[src/rtl/rsa_pkg.sv]
// Shared definitions for the RSA job sequencer: sequencer states and default sizes.
package rsa_pkg;

   localparam int RSA_WIDTH           = 128;
   localparam int RSA_MSG_WIDTH       = 2 * RSA_WIDTH;
   localparam int RSA_TIMEOUT_CYCLES  = 1048576;
   localparam int RSA_CNT_W           = 21;

   typedef enum logic [2:0] {
      IDLE      = 3'd0,
      INV_START = 3'd1,
      INV_WAIT  = 3'd2,
      EXP_START = 3'd3,
      EXP_WAIT  = 3'd4,
      RESP      = 3'd5
   } seq_state_t;

endpackage

[src/rtl/rsa_key_cache.sv]
// Single-entry key cache: remembers {p, q, decrypt} of the last job whose inverter
// phase completed, so a repeat job can skip straight to modular exponentiation.
// A flush while the sequencer is busy is parked and applied when it returns to idle.
module rsa_key_cache import rsa_pkg::*; #(
   parameter int TAG_W = 2 * RSA_WIDTH + 1
) (
   input  logic             clk,
   input  logic             reset_n,
   input  logic [TAG_W-1:0] lookup_tag,
   input  logic [TAG_W-1:0] store_tag,
   input  logic             store,
   input  logic             invalidate,
   input  logic             flush,
   input  logic             idle,
   input  logic             release_busy,
   output logic             hit
);

   logic [TAG_W-1:0] tag_q, tag_d;
   logic             key_valid_q, key_valid_d;
   logic             pend_flush_q, pend_flush_d;

   // Next-state of the cache entry; later rules override earlier ones so that a
   // parked flush lands after any tag store made during the same job.
   always_comb begin
      tag_d        = tag_q;
      key_valid_d  = key_valid_q;
      pend_flush_d = pend_flush_q;
      if (store) begin
         tag_d       = store_tag;
         key_valid_d = 1'b1;
      end
      if (invalidate) begin
         key_valid_d = 1'b0;
      end
      if (idle) begin
         if (flush) begin
            key_valid_d  = 1'b0;
            pend_flush_d = 1'b0;
         end
      end else if (flush) begin
         pend_flush_d = 1'b1;
      end
      if (release_busy && (pend_flush_q || flush)) begin
         key_valid_d  = 1'b0;
         pend_flush_d = 1'b0;
      end
   end

   // A flush arriving together with the lookup always forces a miss.
   assign hit = key_valid_q && (tag_q == lookup_tag) && !flush;

   // Cache entry registers.
   always_ff @(posedge clk or negedge reset_n) begin
      if (!reset_n) begin
         tag_q        <= '0;
         key_valid_q  <= 1'b0;
         pend_flush_q <= 1'b0;
      end else begin
         tag_q        <= tag_d;
         key_valid_q  <= key_valid_d;
         pend_flush_q <= pend_flush_d;
      end
   end

endmodule

[src/rtl/rsa_job_sequencer.sv]
// Front-end controller for one RSA core: accepts a job, pulses the inverter and
// mod-exp starts in turn (skipping the inverter on a key-cache hit), guards each
// wait phase with a watchdog, and returns the result on a valid/ready channel.
module rsa_job_sequencer import rsa_pkg::*; #(
   parameter int WIDTH          = RSA_WIDTH,
   parameter int TIMEOUT_CYCLES = RSA_TIMEOUT_CYCLES,
   parameter int CNT_W          = RSA_CNT_W
) (
   input  logic               clk,
   input  logic               reset_n,
   input  logic               req_valid,
   output logic               req_ready,
   input  logic [WIDTH-1:0]   req_p,
   input  logic [WIDTH-1:0]   req_q,
   input  logic [2*WIDTH-1:0] req_msg,
   input  logic               req_decrypt,
   output logic               rsp_valid,
   input  logic               rsp_ready,
   output logic [2*WIDTH-1:0] rsp_msg,
   output logic               rsp_error,
   output logic               rsp_key_hit,
   input  logic               key_flush,
   output logic [WIDTH-1:0]   core_p,
   output logic [WIDTH-1:0]   core_q,
   output logic [2*WIDTH-1:0] core_msg_in,
   output logic               core_encrypt_decrypt,
   output logic               core_reset_inverter,
   output logic               core_reset_mod_exp,
   input  logic               core_inverter_finish,
   input  logic               core_mod_exp_finish,
   input  logic [2*WIDTH-1:0] core_msg_out
);

   localparam int TAG_W = 2 * WIDTH + 1;
   localparam logic [CNT_W-1:0] WD_LIMIT = CNT_W'(TIMEOUT_CYCLES - 1);
   localparam logic [CNT_W-1:0] WD_MAX   = '1;

   seq_state_t         state_q, state_d;
   logic [WIDTH-1:0]   core_p_q, core_p_d;
   logic [WIDTH-1:0]   core_q_q, core_q_d;
   logic [2*WIDTH-1:0] core_msg_q, core_msg_d;
   logic               core_dec_q, core_dec_d;
   logic [2*WIDTH-1:0] rsp_msg_q, rsp_msg_d;
   logic               rsp_error_q, rsp_error_d;
   logic               rsp_key_hit_q, rsp_key_hit_d;
   logic [CNT_W-1:0]   wd_q, wd_d;
   logic [CNT_W-1:0]   wd_inc;
   logic               guard;
   logic               timeout;
   logic               cache_hit;
   logic               cache_store;
   logic               cache_invalidate;

   rsa_key_cache #(
      .TAG_W (TAG_W)
   ) u_key_cache (
      .clk          (clk),
      .reset_n      (reset_n),
      .lookup_tag   ({req_p, req_q, req_decrypt}),
      .store_tag    ({core_p_q, core_q_q, core_dec_q}),
      .store        (cache_store),
      .invalidate   (cache_invalidate),
      .flush        (key_flush),
      .idle         (state_q == IDLE),
      .release_busy ((state_q == RESP) && rsp_ready),
      .hit          (cache_hit)
   );

   // Sequencer next-state, job capture, watchdog and response capture.
   always_comb begin
      state_d          = state_q;
      core_p_d         = core_p_q;
      core_q_d         = core_q_q;
      core_msg_d       = core_msg_q;
      core_dec_d       = core_dec_q;
      rsp_msg_d        = rsp_msg_q;
      rsp_error_d      = rsp_error_q;
      rsp_key_hit_d    = rsp_key_hit_q;
      wd_d             = wd_q;
      cache_store      = 1'b0;
      cache_invalidate = 1'b0;
      wd_inc           = (wd_q == WD_MAX) ? wd_q : wd_q + CNT_W'(1);
      guard            = (wd_q == '0);
      timeout          = (wd_q >= WD_LIMIT);

      case (state_q)
         IDLE: begin
            if (req_valid) begin
               core_p_d      = req_p;
               core_q_d      = req_q;
               core_msg_d    = req_msg;
               core_dec_d    = req_decrypt;
               rsp_error_d   = 1'b0;
               rsp_key_hit_d = cache_hit;
               state_d       = cache_hit ? EXP_START : INV_START;
            end
         end
         INV_START: begin
            wd_d    = '0;
            state_d = INV_WAIT;
         end
         INV_WAIT: begin
            wd_d = wd_inc;
            if (!guard && core_inverter_finish) begin
               cache_store = 1'b1;
               state_d     = EXP_START;
            end else if (timeout) begin
               rsp_error_d      = 1'b1;
               rsp_msg_d        = '0;
               cache_invalidate = 1'b1;
               state_d          = RESP;
            end
         end
         EXP_START: begin
            wd_d    = '0;
            state_d = EXP_WAIT;
         end
         EXP_WAIT: begin
            wd_d = wd_inc;
            if (!guard && core_mod_exp_finish) begin
               rsp_msg_d = core_msg_out;
               state_d   = RESP;
            end else if (timeout) begin
               rsp_error_d      = 1'b1;
               rsp_msg_d        = '0;
               cache_invalidate = 1'b1;
               state_d          = RESP;
            end
         end
         RESP: begin
            if (rsp_ready) begin
               state_d = IDLE;
            end
         end
         default: begin
            state_d = IDLE;
         end
      endcase
   end

   // Sequencer, job and response registers.
   always_ff @(posedge clk or negedge reset_n) begin
      if (!reset_n) begin
         state_q       <= IDLE;
         core_p_q      <= '0;
         core_q_q      <= '0;
         core_msg_q    <= '0;
         core_dec_q    <= 1'b0;
         rsp_msg_q     <= '0;
         rsp_error_q   <= 1'b0;
         rsp_key_hit_q <= 1'b0;
         wd_q          <= '0;
      end else begin
         state_q       <= state_d;
         core_p_q      <= core_p_d;
         core_q_q      <= core_q_d;
         core_msg_q    <= core_msg_d;
         core_dec_q    <= core_dec_d;
         rsp_msg_q     <= rsp_msg_d;
         rsp_error_q   <= rsp_error_d;
         rsp_key_hit_q <= rsp_key_hit_d;
         wd_q          <= wd_d;
      end
   end

   assign req_ready            = (state_q == IDLE);
   assign rsp_valid            = (state_q == RESP);
   assign rsp_msg              = rsp_msg_q;
   assign rsp_error            = rsp_error_q;
   assign rsp_key_hit          = rsp_key_hit_q;
   assign core_p               = core_p_q;
   assign core_q               = core_q_q;
   assign core_msg_in          = core_msg_q;
   assign core_encrypt_decrypt = core_dec_q;
   assign core_reset_inverter  = (state_q == INV_START);
   assign core_reset_mod_exp   = (state_q == EXP_START);

endmodule

[config.mk]
export PLATFORM = sky130hd
export DESIGN_NAME = rsa_job_sequencer
export DESIGN_NICKNAME = d
export VERILOG_FILES = /design/src/rtl/rsa_pkg.sv /design/src/rtl/rsa_key_cache.sv /design/src/rtl/rsa_job_sequencer.sv
export SDC_FILE = /design/constraint.sdc
export NUM_CORES = 2
export LEC_CHECK = 0
export ABC_AREA = 1
export BUFFER_PORTS_ARGS = -buffer_cell sky130_fd_sc_hd__buf_2
export CORE_AREA = 2 2 606 608
export CTS_BUF_LIST = sky130_fd_sc_hd__clkbuf_16
export CTS_CLUSTER_DIAMETER = 120
export CTS_CLUSTER_SIZE = 14
export DETAILED_ROUTE_END_ITERATION = 10
export DIE_AREA = 0 0 608 610
export SLEW_MARGIN = 20
export SYNTH_ARGS = -nofsm -noshare
export SYNTH_HDL_FRONTEND = slang
export SYNTH_HIERARCHICAL = 1
export SYNTH_SLANG_ARGS = --single-unit
export TNS_END_PERCENT = 5
[constraint.sdc]
create_clock -name clk -period 2.2 [get_ports clk]
set_input_delay 0.33 -clock clk [delete_from_list [all_inputs] [get_ports clk]]
set_output_delay 0.33 -clock clk [all_outputs]
set_load 0.1 [all_outputs]
==> flow_summary.ini <==
[synthesis]
ys_types = 31
postSynthCellCount = 4175
synthesis.area_sq_mm = 0.0439
synth.top_cells.by_area = dfrtp_1, mux2_2, nand2_1, inv_1, o21ai_0
synth_area_leader_cell = dfrtp_1
synth_area_per_cell_sq_um = 10.5
synthesis.nets = 4953
ys.warnings.count = 6
asyncSetResetFlopFracSynth_pct = 100
synth.yosys.seq_area_share_pct = 60.0
synth-main-ff-cell = dfrtp_1
synth_edf_count = 0
synth_top_area_share_pct = 60.0
postSynthRegisterBits = 1054

[worst_hold_path]
min_path_type = in -> reg
timing.hold.worst_endpoint = rsp_msg[80]
timing.hold.worst.start = core_msg_out[80]
hold_depth = 4

[global_route]
wire_length_of_the_first_global_routing_pass_um = 419000
antenna_found_initial = 178
pin_count_of_the_biggest_net_entering_global_routing = 95
grt_overflow_total = 0
grt_pass1_vias = 42675
grt_use_total_pct = 17.0

[floorplan]
num_rows = 222
io_pins = 1551
fp.dieArea_sq_mm = 0.371
dieWidth_um = 608
die_y_um = 610
starting_density_pct = 12.1
core_sq_mm = 0.364

[timing]
clock.fmax_mhz = 411
period_share_pct = 110
final.hold.worst_slack_ns = 0.227
max_slew_violation_count = 0
timing.max_slew.rel_slack_pct = 33.4
finalSetupViolCount = 4
fin_ws_ns = -0.231
worst_slew_pin_slew_ns = 0.996
timing.final.hold_violations = 0
skew_ns = 0.0523
minimum_clock_period_after_layout_ns = 2.43
grt_setup_unrepaired = yes

[placement]
buffer_ports.inserted = 1550
gp_routability_congestion = 0.975
dpl.hpwl_um = 280000
dpl_cell_area_sq_mm = 0.0611

[routing]
avgRoutedWirePerCell_um = 28.0
sum_of_routed_wire_length_over_all_layers_um = 330000
first_iter_violations = 3744
detail_route.drc_violations = 0
routed_via_density = 3.66
dr.pass1.iters = 8
final_antenna_net_count = 0
vias = 43126

[cts]
tritoncts = done
numClockSinks = 1054
cts_bufs_inserted = 99
worstSkewPairLatency_ns = 0.84
root_buffer = clkbuf_16
clock_tree.htree_level_count = 3
worst_setup_hold_path_clk_slew_ns = 0.07
cts_buffer_depth = 4

[setup_path]
r2r_cells = 16
worstPathCellList = xnor2_1 > nand2_1 > nor2_1 > buf_4 > nand2_1 > nor2_1 > buf_4 > nand2_1 > nor2_1 > nand3_2 > nor2_4 > buf_6 > a21oi_2 > nand2_1 > inv_2 > a21oi_2
worstSetupStartpointType = flop
critical-path-top-cell-by-count = nand2_1
worst_setup_path_startpoint = u_key_cache/tag_q[240]
worstPathMaxFanout = 2
worstReg2RegEnd = state_q[1]
worst_path_max_delay_cell = dfrtp_1
cp_top_family = simple AND/OR/NAND/NOR gates
category_of_the_critical_setup_timing_path = reg -> reg
worst-endpoint-required_ns = 2.95
timing.critical_path.arrival_ns = 3.18
end_kind = flop
critical_path_buf_inv_count = 4
critical_path.max_stage_delay_ns = 0.39
r2r-start = u_key_cache/tag_q[240]
worst-r2r-setup-slack_ns = -0.23

[cells_and_area]
final_area_sq_mm = 0.0734
seq_area_sq_mm = 0.0264
num-fill-cells = 40074
area_growth_synth_to_finish_pct = 67.1
num-nets-final = 7666
layout-drive-gt1-share_pct = 41.3
multi_input_comb_area_sq_mm = 0.0158
final_util_pct = 20.1

[status]
violations_in_the_final_reports = negative setup slack
outcome = finished, violations left

[job]
max-cap-violations = 0
## synthesized netlist by cell type, types with 2 or more instances
master / number
inv_1: 345
or2_2: 2
a22o_1: 2
ha_1: 2
nand3_1: 31
nand3b_1: 2
xor2_1: 23
nor3_1: 11
o22ai_1: 36
nand4_1: 35
buf_2: 77
dfrtp_1: 1054
xnor2_1: 55
buf_6: 10
buf_4: 27
mux2_2: 609
clkinv_1: 2
nand2_1: 1391
nor2_1: 151
clkbuf_1: 51
nor3b_1: 2
o21ai_0: 242
a21oi_1: 6
inv_2: 2
## state kept, by name, indices dropped and copies added (netlist names), 3 cells and up
signal	flops
core_msg_in	256
core_p	128
core_q	128
rsp_msg	256
state_q	3
u_key_cache/tag_q	257
wd_q	21
## final cells by class
class | count | share of cell area [%]
sequential | 1054 | 35.9
tap | 4816 | 8.21
inverter | 349 | 1.83
timing repair buffer | 2777 | 28.5
clock buffer | 100 | 3.41
clock inverter | 23 | 0.336
multi-input combinational | 2607 | 21.6
antenna | 61 | 0.208
## worst max path at each step
stage | cells after the start | end
2_1_floorplan | 9 | state_q[0]
3_3_place_gp | 19 | state_q[1]
3_5_place_dp | 19 | state_q[1]
4_1_cts | 15 | state_q[1]
5_1_grt | 18 | state_q[1]
6_report | 16 | state_q[1]
## cells in the final DEF, fill, tap and decap left out, types with 3 or more instances in the layout
cell	n
nor2_1	126
inv_2	9
inv_6	5
buf_4	434
nand3_1	26
clkbuf_4	11
clkinv_8	4
clkbuf_16	114
nor2_4	13
dlygate4sd3_1	776
clkinv_1	3
xnor2_1	55
inv_1	337
buf_6	21
o21ai_0	241
buf_8	6
o22ai_1	35
nor3_1	9
buf_2	1417
clkinvlp_4	4
buf_12	88
mux2_2	609
nand2_2	44
dfrtp_1	1047
diode_2	61
nand3_2	4
a21oi_1	4
inv_8	6
dfrtp_2	7
nand4_1	35
nand2_1	1328
buf_16	10
nand2_4	20
nor2_2	13
xor2_1	23
## per-layer routing
layer	part of all wire (%)	routed length [um]	GRT usage (%)
met5	0.061	201	0
met4	4.6	15100	6.46
met3	14	45200	9.54
met2	44	146000	26.5
met1	37	124000	19.1
## tightest hold or removal path: cells and delay by family
family,cells,cell delay (ns)
and+or+nand+nor,2,0.10
buffers and inverters,2,0.60
## logic make-up after synthesis
group / synth area share, %
XOR/XNOR: 1.55
adder cells (fa/ha/maj): 0.0569
AND/OR/NAND/NOR: 14.3
AO/OA/AOI/OAI: 3.43
buffers and inverters: 5.01
multiplexers: 15.6
flip-flops: 60.0
## what timing repair did
item / 4_1_cts / 5_1_grt
cloned: 0 / 16
setup buffers: 5 / 22
resized for setup: 164 / 151
pin swaps: 17 / 29
setup endpoints to repair: 431 / 486
hold buffers: 777 / 0
endpoints found under the hold margin: 1530 / 0
## through the flow
stage	instances	TNS (ns)	setup WS [ns]
after global routing	11761	-13.80	-0.339
after detailed placement	10787	-8.94	-1.28
after global placement	10787	-6.67	-1.32
after CTS	11690	-17.07	-0.345
after floorplan	4175	-0.354	-0.168
final	11787	-0.455	-0.231
Power is not shown: default switching activity piles up to over one toggle a cycle in this logic, so the estimate is an artifact.
